<file path="src/rtl/dino_pkg.sv">
`default_nettype none
// ============================================================================
// Module : dino_pkg
// Brief  : Shared types and constants for the obstacle spawner and renderers.
// Rev    : 1.0
// ============================================================================
package dino_pkg;

    typedef enum logic [1:0] {
        IDLE   = 2'd0,
        GAP    = 2'd1,
        PICK   = 2'd2,
        LAUNCH = 2'd3
    } spawn_state_t;

    localparam logic [15:0] LFSR_TAPS = 16'hB400;

    localparam int COLNUM = 640;
    localparam int ROWNUM = 480;

endpackage
`default_nettype wire

</file>
<file path="src/rtl/lfsr16.sv">
`default_nettype none
// ============================================================================
// Module : lfsr16
// Brief  : 16-bit Galois LFSR; a zero seed is replaced by 1 to avoid lock-up.
// Rev    : 1.0
// ============================================================================
module lfsr16
    import dino_pkg::*;
#(
    parameter logic [15:0] SEED = 16'hACE1
) (
    input  logic        clk,
    input  logic        rst_n,
    input  logic        step,
    output logic [15:0] value
);

    localparam logic [15:0] SEED_NZ = (SEED == 16'h0000) ? 16'h0001 : SEED;

    always_ff @(posedge clk or negedge rst_n) begin
        if (!rst_n) begin
            value <= SEED_NZ;
        end else if (step) begin
            value <= (value >> 1) ^ (value[0] ? LFSR_TAPS : 16'h0000);
        end
    end

endmodule
`default_nettype wire

</file>
<file path="src/rtl/obstacle_spawner.sv">
`default_nettype none
// ============================================================================
// Module : obstacle_spawner
// Brief  : Scroll divider plus launch FSM that starts obstacle renderer lanes.
// Rev    : 1.0
// ============================================================================
module obstacle_spawner
    import dino_pkg::*;
#(
    parameter int          NUM_OBS       = 2,
    parameter int          CLK_DIV_INIT  = 250000,
    parameter int          CLK_DIV_MIN   = 100000,
    parameter int          SPEED_STEP    = 5000,
    parameter int          SPEEDUP_EVERY = 8,
    parameter int          GAP_MIN       = 200,
    parameter logic [7:0]  GAP_MASK      = 8'hFF,
    parameter logic [15:0] LFSR_SEED     = 16'hACE1
) (
    input  logic               clk,
    input  logic               rst_n,
    input  logic               enable,
    input  logic               halt,
    input  logic [NUM_OBS-1:0] finish,
    output logic               scroll_tick,
    output logic [NUM_OBS-1:0] start,
    output logic               busy,
    output logic [15:0]        spawn_count,
    output logic [17:0]        period
);

    localparam int          LANE_W      = (NUM_OBS > 1) ? $clog2(NUM_OBS) : 1;
    localparam logic [17:0] PERIOD_INIT = 18'(CLK_DIV_INIT);
    localparam logic [17:0] PERIOD_MIN  = 18'(CLK_DIV_MIN);
    localparam logic [17:0] PERIOD_STEP = 18'(SPEED_STEP);
    localparam logic [17:0] PERIOD_SAT  = 18'(CLK_DIV_MIN + SPEED_STEP);
    localparam logic [15:0] SPEED_MOD   = 16'(SPEEDUP_EVERY);

    spawn_state_t        state;
    logic [17:0]         div_cnt;
    logic [15:0]         gap_cnt;
    logic [LANE_W-1:0]   lane;
    logic [NUM_OBS-1:0]  inflight;
    logic [NUM_OBS-1:0]  finish_q;
    logic [NUM_OBS-1:0]  lane_onehot;

    logic [15:0]         lfsr;
    logic [7:0]          lfsr_hi_unused;
    logic [15:0]         gap_load;
    logic [15:0]         spawn_next;
    logic [LANE_W-1:0]   pref;
    logic [LANE_W-1:0]   cand;
    logic [LANE_W-1:0]   pick_lane;
    logic                pick_found;
    logic                run;
    logic                tick_due;
    logic                speedup;

    lfsr16 #(
        .SEED  (LFSR_SEED)
    ) u_lfsr (
        .clk   (clk),
        .rst_n (rst_n),
        .step  (1'b1),
        .value (lfsr)
    );

    assign lfsr_hi_unused = lfsr[15:8];

    assign run         = enable & ~halt;
    // >= rather than == so a freshly shortened period wraps on the next cycle.
    assign tick_due    = (div_cnt >= (period - 18'd1));
    assign scroll_tick = run & tick_due;

    assign gap_load    = 16'(GAP_MIN) + {8'h00, lfsr[7:0] & GAP_MASK};
    assign spawn_next  = spawn_count + 16'd1;
    assign speedup     = ((spawn_next % SPEED_MOD) == 16'd0);

    assign lane_onehot = {{(NUM_OBS-1){1'b0}}, 1'b1} << lane;
    assign start       = ((state == LAUNCH) && run) ? lane_onehot : '0;
    assign busy        = |inflight;

    assign pref = LANE_W'(int'(lfsr[1:0]) % NUM_OBS);

    // Round-robin search starting at the random preferred lane.
    always_comb begin
        pick_found = 1'b0;
        pick_lane  = '0;
        cand       = '0;
        for (int k = 0; k < NUM_OBS; k++) begin
            cand = LANE_W'((int'(pref) + k) % NUM_OBS);
            if (!pick_found && !inflight[cand]) begin
                pick_found = 1'b1;
                pick_lane  = cand;
            end
        end
    end

    always_ff @(posedge clk or negedge rst_n) begin
        if (!rst_n) begin
            div_cnt <= '0;
        end else if (!enable) begin
            div_cnt <= '0;
        end else if (!halt) begin
            div_cnt <= tick_due ? 18'd0 : div_cnt + 18'd1;
        end
    end

    // Lane tracking keeps running under halt and with enable low.
    always_ff @(posedge clk or negedge rst_n) begin
        if (!rst_n) begin
            finish_q <= '1;
            inflight <= '0;
        end else begin
            finish_q <= finish;
            inflight <= (inflight & ~(finish & ~finish_q)) | start;
        end
    end

    always_ff @(posedge clk or negedge rst_n) begin
        if (!rst_n) begin
            state       <= IDLE;
            gap_cnt     <= '0;
            lane        <= '0;
            spawn_count <= '0;
            period      <= PERIOD_INIT;
        end else if (!enable) begin
            state <= IDLE;
        end else if (!halt) begin
            case (state)
                IDLE: begin
                    period      <= PERIOD_INIT;
                    spawn_count <= '0;
                    gap_cnt     <= gap_load;
                    state       <= GAP;
                end
                GAP: begin
                    if (scroll_tick) begin
                        if (gap_cnt <= 16'd1) begin
                            state <= PICK;
                        end else begin
                            gap_cnt <= gap_cnt - 16'd1;
                        end
                    end
                end
                PICK: begin
                    if (pick_found) begin
                        lane  <= pick_lane;
                        state <= LAUNCH;
                    end
                end
                LAUNCH: begin
                    spawn_count <= spawn_next;
                    if (speedup) begin
                        period <= (period >= PERIOD_SAT) ? (period - PERIOD_STEP) : PERIOD_MIN;
                    end
                    gap_cnt <= gap_load;
                    state   <= GAP;
                end
                default: state <= IDLE;
            endcase
        end
    end

endmodule
`default_nettype wire
</file>
<file path="config.mk">
export PLATFORM = sky130hd
export DESIGN_NAME = obstacle_spawner
export DESIGN_NICKNAME = d
export VERILOG_FILES = /design/src/rtl/dino_pkg.sv /design/src/rtl/lfsr16.sv /design/src/rtl/obstacle_spawner.sv
export SDC_FILE = /design/constraint.sdc
export NUM_CORES = 1
export LEC_CHECK = 0
export CAP_MARGIN = 10
export CORE_MARGIN = 1.5
export CORE_UTILIZATION = 50
export CTS_CLUSTER_DIAMETER = 50
export DETAILED_ROUTE_END_ITERATION = 10
export PLACE_DENSITY = 0.79
export SLEW_MARGIN = 25
export SYNTH_ARGS = -nofsm -noshare
export SYNTH_HDL_FRONTEND = slang
export SYNTH_HIERARCHICAL = 1
export SYNTH_SLANG_ARGS = --single-unit
</file>
<file path="constraint.sdc">
create_clock -name clk -period 4.22 [get_ports clk]
set_clock_uncertainty 0.2 [all_clocks]
set_input_delay 0.844 -clock clk [delete_from_list [all_inputs] [get_ports clk]]
set_output_delay 0.844 -clock clk [all_outputs]
set_load 0.05 [all_outputs]
</file>
==> results.md, run 1 <==
- 16.1 µm — post-DR wirelength/cell
- 76 — largest net degree at the start of global routing
- 210 ps — flop-to-flop setup slack
- 233 — drt first-iter violations
- built — TritonCTS clock tree
- 0.420 — sequential element share of the synthesized area
- 9.31 µm² — Avg Synthesized Cell Area
- finished with violations — outcome
- output pin — nature of the critical path endpoint
- 569 — Synth Instances
- 0.837 — Routability Congestion
- sky130_fd_sc_hd__dfrtp_1 34%, sky130_fd_sc_hd__dfstp_2 8.4%, sky130_fd_sc_hd__ha_1 6.6% — cells taking the most area after synthesis
- 0 — number of antenna repair diodes
- 0.336 — top cell type's share of synthesized area
- simple AND/OR/NAND/NOR gates — CP top delay family
- 88 — #FFs+latches synth
- 0.226 — GRT Overall Usage
- 67 — post-synth cell types
- 1.00 — fraction of registers with async set/reset
- 0 — max-capacitance violation count
- 37 — number of core rows
- 0 — Pins Over Slew Limit
- 2.73 nW — leakage power figure
- register — Setup crit start kind
- 6 — count of warnings emitted by yosys
- negative setup slack — violated checks
- 4,391 — detailed-route via count
- sky130_fd_sc_hd__or4_4 — slowest stage cell on the critical path
- 5 — crit path max fanout
- 0 — remaining design rule violation count
- 756 — final non-filler cell total
- sky130_fd_sc_hd__clkbuf_8 — CTS root buffer
- 0.0103 mm² — core footprint
- 737 — placed cells
- 0.00588 mm² — post-detailed-placement cell area
- 0 — count of flip-flops with a built-in enable after synthesis
- 370 ps — later-pin clock latency in the skew report
- 9 — TritonCTS Buffers
- 4,334 — vias in the first global route
- 0 — antenna violations before repair
- period[3] — startpoint of the worst register-to-register path
- sky130_fd_sc_hd__dfrtp_1 — cell type with the highest aggregate area in the netlist
- 40 — count of input and output buffers
- or4_4 -> nor4_4 -> nand2_1 -> or3_4 -> nor3_4 -> xnor2_1 -> ha_1 -> nand4_1 -> a211oi_2 -> a22oi_2 -> a21oi_4 -> buf_12 — crit-path cells
- sky130_fd_sc_hd__dfrtp_1 — most frequent cell after synthesis
- 100 ps — CTS clk-pin slew, worst paths
- 4 — 1st-pass router iterations
- 1 — number of setup violations in the final report
- -170 ps — post-route worst setup slack
- 1 — Buf/Inv on CP
- 44 — I/O pin count
- 88 — clock sink count
- 3350 ps — worst path arrival time
- 0 — number of hold buffers added after CTS
- 228 MHz — upper clock frequency limit
- 17.3% — area overhead of the layout relative to synthesis
- 540 ps — critical path's largest stage delay
- register to output pin — classification of the worst setup path
- 0.337 mV — worst vdd ir
- 421 mW/mm² — ratio of total power to cell area
- 0 — total count of hold-check failures in the final report
- 829 ps — measured slew at the worst slew-check pin
- 0 — Antenna Violating Nets Remaining
- 8550 µm — detailed placer's ending HPWL
- 649 — Final nets
- 4390 ps — post-layout min period
- 0.515 — initial cell density of the core
- gap_cnt[15] — worst reg2reg path endpoint
- 0.604 — final standard cell utilization of the core
- 12,100 µm — wire length after detailed routing
- 872 — number of filler instances in the final layout
- sky130_fd_sc_hd__dfrtp_1 — primary flip-flop cell chosen by synthesis mapping
- 20,500 µm — wire length of the first global-routing pass
- true — unrepaired setup endpoints after global routing
- 71 x sky130_fd_sc_hd__dfrtp_1, 54 x sky130_fd_sc_hd__nand2_1, 44 x sky130_fd_sc_hd__o21ai_0, 42 x sky130_fd_sc_hd__nor2_1, 30 x sky130_fd_sc_hd__a21oi_1 — most frequent cells after synthesis
- 0.0112 mm² — Die Outline Area
- 106 µm — die extent in y
- 5.81 — Via density
- input port to asynchronous set/reset pin — path type of the worst min-delay path
- 3 — H-tree depth
- 2 — worst-case clock buffer depth
- 106 µm — horizontal extent of the die
- 0 — total congestion overflow
- 0.00530 mm² — Cell Area, Synth
- 0.152 — fraction of layout instances using a drive strength above 1
- 1.04 — ratio of final minimum period to clock period
- 0.445 — relative slew slack
- 15 — count of cells along the worst register-to-register path
- 0.00621 mm² — Final Cell Area
- 3180 ps — Worst EP required
worst max-delay path by stage:
stage / start / to / slack [ps] / depth (start not counted)
final: period[3] / scroll_tick / -170 / 12
after global routing: period[3] / scroll_tick / -370 / 12
after CTS: period[3] / scroll_tick / -250 / 12
after detailed placement: period[3] / scroll_tick / 20 / 12
after global placement: period[3] / scroll_tick / 110 / 12
after floorplan: period[3] / scroll_tick / 8 / 11
registers in the layout, summed over array words and instances (netlist names):
name and flops:
lane 1, spawn_count 16, div_cnt 18, inflight 2, gap_cnt 16, u_lfsr/value 16
finish_q 2, period 15, state 2
cells by family (layout without fill, tap and decap cells):
kind of cell	after synthesis	in the layout	share of synthesized area
AOI/OAI and AO/OA	151	151	0.188
xor gates and xnor gates	32	32	0.0529
adders and majority gates	28	28	0.0662
buffers and inverters	49	98	0.0444
DFF	88	88	0.420
muxes	16	16	0.0362
other	2	4	0.00142
and+or+nand+nor	203	203	0.191
timing repair:
| item | CTS | global route |
|---|---|---|
| pin swaps | 5 | 2 |
| resized for setup | 6 | 3 |
| endpoints found under the setup margin | 1 | 9 |
| buffers inserted | 2 | 1 |
cells in the final DEF (no fill, tap or decap), types with 3 or more instances in the layout:
cell type,instances
sky130_fd_sc_hd__a21o_1,16
sky130_fd_sc_hd__a21oi_1,29
sky130_fd_sc_hd__a22o_1,5
sky130_fd_sc_hd__a22oi_1,3
sky130_fd_sc_hd__a22oi_2,3
sky130_fd_sc_hd__a31o_2,3
sky130_fd_sc_hd__a32o_1,4
sky130_fd_sc_hd__and3_1,13
sky130_fd_sc_hd__buf_4,23
sky130_fd_sc_hd__bufinv_16,3
sky130_fd_sc_hd__clkbuf_8,9
sky130_fd_sc_hd__clkdlybuf4s50_1,36
sky130_fd_sc_hd__conb_1,4
sky130_fd_sc_hd__dfrtp_1,68
sky130_fd_sc_hd__dfrtp_2,3
sky130_fd_sc_hd__dfstp_2,17
sky130_fd_sc_hd__ha_1,28
sky130_fd_sc_hd__inv_1,21
sky130_fd_sc_hd__inv_6,3
sky130_fd_sc_hd__mux2_2,9
sky130_fd_sc_hd__mux2_4,4
sky130_fd_sc_hd__mux2i_1,3
sky130_fd_sc_hd__nand2_1,54
sky130_fd_sc_hd__nand2b_1,5
sky130_fd_sc_hd__nand3_1,19
sky130_fd_sc_hd__nand4_1,8
sky130_fd_sc_hd__nor2_1,42
sky130_fd_sc_hd__nor3_1,19
sky130_fd_sc_hd__nor3b_1,10
sky130_fd_sc_hd__nor4_1,7
sky130_fd_sc_hd__o211ai_1,3
sky130_fd_sc_hd__o21a_1,3
sky130_fd_sc_hd__o21ai_0,44
sky130_fd_sc_hd__o22ai_1,8
sky130_fd_sc_hd__o31ai_1,3
sky130_fd_sc_hd__or3_1,7
sky130_fd_sc_hd__xnor2_1,16
sky130_fd_sc_hd__xor2_1,16
metrics by stage:
step                setup TNS, ps  total power, W  hold WS (ps)  setup WS (ps)
floorplan                       0         0.00169           266           7.98
global placement                0         0.00186           285            109
detailed placement              0         0.00189           295           20.9
CTS                          -248         0.00263           320           -248
global route                 -373         0.00275           328           -373
finish                       -170         0.00261           275           -170
routing by layer:
layer  wire length (µm)  GRT usage
met2               6190      0.390
met1               5410      0.288
met3                312     0.0435
met5                  0          0
met4                234     0.0647
report_power, final:
group          total, W  internal, W  switching, W
logic          0.000708     0.000302      0.000406
registers       0.00118      0.00101      0.000164
clock network  0.000727     0.000400      0.000327
total           0.00261      0.00172      0.000897
layout make-up:
class                      count  area [µm²]  area share
multi-input combinational    434        2920       0.471
tap                          136         170      0.0274
clock buffer                   9         124      0.0199
timing repair buffer          61         564      0.0909
clock inverter                 7         124      0.0199
inverter                      21        78.8      0.0127
sequential                    88        2230       0.359
Note: power is estimated with default switching activity, not from simulation.
==> run 2, diff against run 1 <==
--- a/config.mk
+++ b/config.mk
@@ -10,7 +10,7 @@
 export CORE_UTILIZATION = 50
 export CTS_CLUSTER_DIAMETER = 50
 export DETAILED_ROUTE_END_ITERATION = 10
-export PLACE_DENSITY = 0.79
+export PLACE_DENSITY = 0.81
 export SLEW_MARGIN = 25
 export SYNTH_ARGS = -nofsm -noshare
 export SYNTH_HDL_FRONTEND = slang
==> run 2 against run 1 <==
The flow still finishes with violations (negative setup slack). Sequential share of layout area increased by 0.34 points. Combinational power about the same. Register-to-register slack got worse by 170 ps. Count of clock-buffer cells in the layout stayed put. Routed wire length up 2.3%. Via count grew 3.7%. Largest power group unchanged.
==> results.md, run 2 (synthesis gave the netlist of run 1 again) <==
- 1 — Hold Path Stages
- or4_4 -> nor4_4 -> nand2_1 -> or3_4 -> nor3_4 -> xnor2_1 -> ha_1 -> nand4_1 -> buf_4 -> o221a_4 -> a21oi_4 -> buf_12 — crit-path cells
- 9 — TritonCTS Buffers
- negative setup slack — violated checks
- output pin — nature of the critical path endpoint
- 4,552 — detailed-route via count
- 6.02 — Via density
- 4610 ps — post-layout min period
- sky130_fd_sc_hd__dfrtp_1 — most frequent standard cell in the layout excluding fill and tap cells
- 12 — number of gates on the worst path with buffers counted
- 16.2% — area overhead of the layout relative to synthesis
- 12,400 µm — wire length after detailed routing
- 40 ps — flop-to-flop setup slack
- 3 — H-tree depth
- finished with violations — outcome
- 44 — I/O pin count
- built — TritonCTS clock tree
- 0.361 mV — worst vdd ir
- 18 — max reg flops
- register to output pin — classification of the worst setup path
- 40 — count of input and output buffers
- simple AND/OR/NAND/NOR gates — CP top delay family
- 100 ps — CTS clk-pin slew, worst paths
- 2 — worst-case clock buffer depth
- scroll_tick — Critical path destination
- 0 — number of antenna repair diodes
- 5 — crit path max fanout
- 2 — Buf/Inv on CP
- 16.4 µm — post-DR wirelength/cell
- 935 ps — measured slew at the worst slew-check pin
- 0 — Pins Over Slew Limit
- register — Setup crit start kind
- period[3] — startpoint of the worst register-to-register path
- 16 — count of cells along the worst register-to-register path
- 1.09 — ratio of final minimum period to clock period
- 0 — total count of hold-check failures in the final report
- 3180 ps — Worst EP required
- 0.230 — GRT Overall Usage
- -389 ps — post-route worst setup slack
- 106 µm — die extent in y
- 0.0112 mm² — Die Outline Area
- 0.599 — final standard cell utilization of the core
- 2.70 nW — leakage power figure
- 106 µm — horizontal extent of the die
- sky130_fd_sc_hd__or4_4 — slowest stage cell on the critical path
- 0.377 — relative slew slack
- 0 — Antenna Violating Nets Remaining
- 1 — number of setup violations in the final report
- 649 — Final nets
- 0 — remaining design rule violation count
- 8630 µm — detailed placer's ending HPWL
- register to register — path type of the worst min-delay path
- 72 — largest net degree at the start of global routing
- 314 — drt first-iter violations
- 217 MHz — upper clock frequency limit
- 20,900 µm — wire length of the first global-routing pass
- 0 — number of hold buffers added after CTS
- 0.153 — fraction of layout instances using a drive strength above 1
- true — unrepaired setup endpoints after global routing
- 370 ps — later-pin clock latency in the skew report
- 3560 ps — worst path arrival time
- 0.515 — initial cell density of the core
- 317 ps — Min Hold Slack
- 0.846 — Routability Congestion
- gap_cnt[7] — worst reg2reg path endpoint
- 5 — 1st-pass router iterations
- 88 — clock sink count
- 400 mW/mm² — ratio of total power to cell area
- 68 x sky130_fd_sc_hd__dfrtp_1, 54 x sky130_fd_sc_hd__nand2_1, 44 x sky130_fd_sc_hd__o21ai_0 — most frequent cells in the layout
- sky130_fd_sc_hd__clkbuf_8 — CTS root buffer
- 0 — antenna violations before repair
- 4,494 — vias in the first global route
- 540 ps — critical path's largest stage delay
- 0 — total congestion overflow
- period[3] — Critical Path Start
- 0.0103 mm² — core footprint
- 37 — number of core rows
- 0 — max-capacitance violation count
- div_cnt — largest register by flop count
[run 2: worst min-delay path by stage]
stage | from | to | slack (ps)
floorplan | lane | inflight[0] | 270
global placement | lane | inflight[0] | 290
detailed placement | gap_cnt[13] | gap_cnt[13] | 300
CTS | lane | inflight[0] | 320
global route | lane | inflight[0] | 340
finish | lane | inflight[0] | 320
[run 2: cell type report]
class                           count  area, µm²
Inverter                           21       78.8
Multi-Input combinational cell    434       2930
Clock inverter                      7       67.6
Clock buffer                        9        124
Fill cell                         871       4120
Tap cell                          136        170
Timing Repair Buffer               61        561
Sequential cell                    88       2230
[run 2: where the power goes]
group / leakage (nW) / switching [W] / internal [W]
sequential: 1.11 / 0.000167 / 0.00101
combinational: 1.49 / 0.000405 / 0.000301
clock: 0.0962 / 0.000344 / 0.000232
[run 2: metal layers]
layer | vias to the layer above | share of wire | GRT usage
li1 | 2139 | - | -
met1 | 2239 | 0.42 | 0.275
met2 | 142 | 0.52 | 0.411
met3 | 32 | 0.045 | 0.0399
met4 | 0 | 0.022 | 0.0898
met5 | - | 0 | 0
[run 2: worst register-to-register path, delay by kind of cell (launching register included)]
| kind | cells | cell delay (ps) |
|---|---|---|
| simple gates | 7 | 1630 |
| compound gates | 4 | 830 |
| buf+inv | 3 | 580 |
| flops | 1 | 430 |
| fa+ha+maj | 1 | 290 |
| xor+xnor | 1 | 100 |
[run 2: metrics by stage]
stage | std cells | setup slack, ps | instance area, µm² | setup TNS, ps | total power [W]
2_1_floorplan | 571 | 7.98 | 5330 | 0 | 0.00169
3_3_place_gp | 736 | 55.3 | 5880 | 0 | 0.00185
3_5_place_dp | 736 | -36.9 | 5880 | -36.9 | 0.00189
4_1_cts | 756 | -293 | 6140 | -293 | 0.00247
5_1_grt | 756 | -589 | 6150 | -3350 | 0.00260
6_report | 756 | -389 | 6150 | -389 | 0.00246
[run 2: timing repair]
action | CTS | global route
setup buffers | 4 | 0
pin swaps | 5 | 1
resized for setup | 7 | 3
setup endpoints to repair | 1 | 17
==> run 3, diff against run 2 <==
--- a/config.mk
+++ b/config.mk
@@ -7,10 +7,10 @@
 export LEC_CHECK = 0
 export CAP_MARGIN = 10
 export CORE_MARGIN = 1.5
-export CORE_UTILIZATION = 50
+export CORE_UTILIZATION = 34
 export CTS_CLUSTER_DIAMETER = 50
 export DETAILED_ROUTE_END_ITERATION = 10
-export PLACE_DENSITY = 0.81
+export PLACE_DENSITY = 0.61
 export SLEW_MARGIN = 25
 export SYNTH_ARGS = -nofsm -noshare
 export SYNTH_HDL_FRONTEND = slang
==> run 3 against run 2 <==
The run still ends with negative setup slack left. Die area increased by 46%. Sequential power hardly changed. Routed wire length about the same. Largest cell class unchanged. Worst setup slack gained 100 ps. Flip-flop and latch count unchanged. Combinational power is 2% higher. Total power is 8.6% higher. Sequential share of layout area fell by 1.1 points.
==> results.md, run 3 (synthesis gave the netlist of run 1 again) <==
- finished with violations — outcome
- negative setup slack — violated checks
- 0.425 — relative slew slack
- 40 — count of input and output buffers
- 4,400 — detailed-route via count
- 8810 µm — detailed placer's ending HPWL
- 20,500 µm — wire length of the first global-routing pass
- 650 — Final nets
- 0.0163 mm² — Die Outline Area
- 45 — number of core rows
- 0 — Pins Over Slew Limit
- built — TritonCTS clock tree
- 222 MHz — upper clock frequency limit
- 4510 ps — post-layout min period
- 2.76 nW — leakage power figure
- 0 — total count of hold-check failures in the final report
- 421 mW/mm² — ratio of total power to cell area
- 3460 ps — worst path arrival time
- 5 — crit path max fanout
- 128 µm — horizontal extent of the die
- output pin — nature of the critical path endpoint
- 0.229 mV — worst vdd ir
- 3180 ps — Worst EP required
- 44 — I/O pin count
- 3 — H-tree depth
- 88 — clock sink count
- register to output pin — classification of the worst setup path
- 0.835 — Routability Congestion
- 9 — TritonCTS Buffers
- sky130_fd_sc_hd__dfrtp_1 — most frequent standard cell in the layout excluding fill and tap cells
- 38 — largest net degree at the start of global routing
- 68 x sky130_fd_sc_hd__dfrtp_1, 54 x sky130_fd_sc_hd__nand2_1, 44 x sky130_fd_sc_hd__o21ai_0 — most frequent cells in the layout
- 0 — number of hold buffers added after CTS
- 12,400 µm — wire length after detailed routing
- 60 ps — CTS clk-pin slew, worst paths
- 18 — max reg flops
- 15.4 µm — post-DR wirelength/cell
- 0 — antenna violations before repair
- 128 µm — die extent in y
- sky130_fd_sc_hd__or4_4 — slowest stage cell on the critical path
- 2 — worst-case clock buffer depth
- 859 ps — measured slew at the worst slew-check pin
- 1 — number of setup violations in the final report
- true — unrepaired setup endpoints after global routing
- 0.151 — fraction of layout instances using a drive strength above 1
- 4,196 — vias in the first global route
- 0 — remaining design rule violation count
- 0 — number of antenna repair diodes
- 540 ps — critical path's largest stage delay
- 350 ps — later-pin clock latency in the skew report
- 0 — max-capacitance violation count
- sky130_fd_sc_hd__clkbuf_16 — CTS root buffer
- -286 ps — post-route worst setup slack
- register — Setup crit start kind
- 1.07 — ratio of final minimum period to clock period
- 19.8% — area overhead of the layout relative to synthesis
- 809 — final non-filler cell total
- or4_4 -> nor4_4 -> nand2_1 -> or3_4 -> nor3_4 -> xnor2_1 -> ha_1 -> nand4_1 -> o221a_4 -> a21oi_4 -> buf_12 — crit-path cells
- input port to asynchronous set/reset pin — path type of the worst min-delay path
- div_cnt — largest register by flop count
- -286 ps — setup TNS
- 0 — Antenna Violating Nets Remaining
- 0.0152 mm² — core footprint
- 1,493 — number of filler instances in the final layout
- 5.44 — Via density
- 0.348 — initial cell density of the core
- 792 — placed cells
- 5 — 1st-pass router iterations
- 0.157 — GRT Overall Usage
- 0 — total congestion overflow
- 320 — drt first-iter violations
-- run 3: cell types whose count changed in the layout (fill, tap and decap cells not counted) --
cell and change:
sky130_fd_sc_hd__buf_12 +2, sky130_fd_sc_hd__buf_4 -1, sky130_fd_sc_hd__clkbuf_16 +9, sky130_fd_sc_hd__clkbuf_8 -8, sky130_fd_sc_hd__clkinv_4 +3, sky130_fd_sc_hd__clkinvlp_4 -1, sky130_fd_sc_hd__inv_8 -3, sky130_fd_sc_hd__nor2b_1 +1
sky130_fd_sc_hd__nor2b_2 -1, sky130_fd_sc_hd__or2_1 +1, sky130_fd_sc_hd__or2_4 -1
-- run 3: worst max-delay path, delay by kind of cell, from the launching register on --
family,cells,cell delay (ps)
AND/OR/NAND/NOR,6,1540
AO/OA/AOI/OAI,2,580
flip-flops,1,420
buffers and inverters,1,160
XOR/XNOR,1,100
adder cells (fa/ha/maj),1,310
-- run 3: per-layer routing --
| metal | up-vias | global-route usage | routed length (µm) |
|---|---|---|---|
| met5 | - | 0 | 0 |
| met4 | 0 | 0.0489 | 167 |
| met3 | 17 | 0.0405 | 502 |
| met2 | 88 | 0.256 | 5990 |
| met1 | 2156 | 0.205 | 5760 |
| li1 | 2139 | - | - |
-- run 3: path summary, 6_finish.rpt --
path	start	to	slack, ps	cells past startpoint
min	rst_n	div_cnt[5]	170	1
max reg2reg	period[3]	gap_cnt[0]	20	15
min reg2reg	u_lfsr/value[12]	u_lfsr/value[11]	320	1
max	period[3]	scroll_tick	-290	11
min in group clk	u_lfsr/value[12]	u_lfsr/value[11]	320	1
max in group asynchronous	rst_n	period[16]	2840	2
-- run 3: power breakdown --
part / switching, W / internal [W] / total, W
clock network: 0.000359 / 0.000423 / 0.000782
registers: 0.000154 / 0.00102 / 0.00117
logic: 0.000418 / 0.000305 / 0.000723
-- run 3: timing repair --
item	in CTS	in global routing
endpoints found under the setup margin	1	11
setup buffers	0	2
resized for setup	7	1
pin swaps	3	3
-- run 3: final cells by class --
cell class                      count  area (µm²)  area share
Clock inverter                      6        52.6     0.00828
Timing Repair Buffer               62         593      0.0935
Multi-Input combinational cell    434        2920       0.460
Sequential cell                    88        2230       0.351
Inverter                           21        78.8      0.0124
Clock buffer                       10         239      0.0377
Tap cell                          188         235      0.0371
-- run 3: metrics by stage --
step	instance area (µm²)	power, W	setup slack (ps)	utilization	hold WS [ps]
after floorplan	5330	0.00169	7.98	-	266
after CTS	6330	0.00270	-293	0.417	162
after global routing	6350	0.00283	-441	0.417	178
final	6350	0.00267	-286	0.417	167
after detailed placement	6000	0.00190	-29.6	0.394	296
after global placement	6000	0.00187	66.1	0.394	290
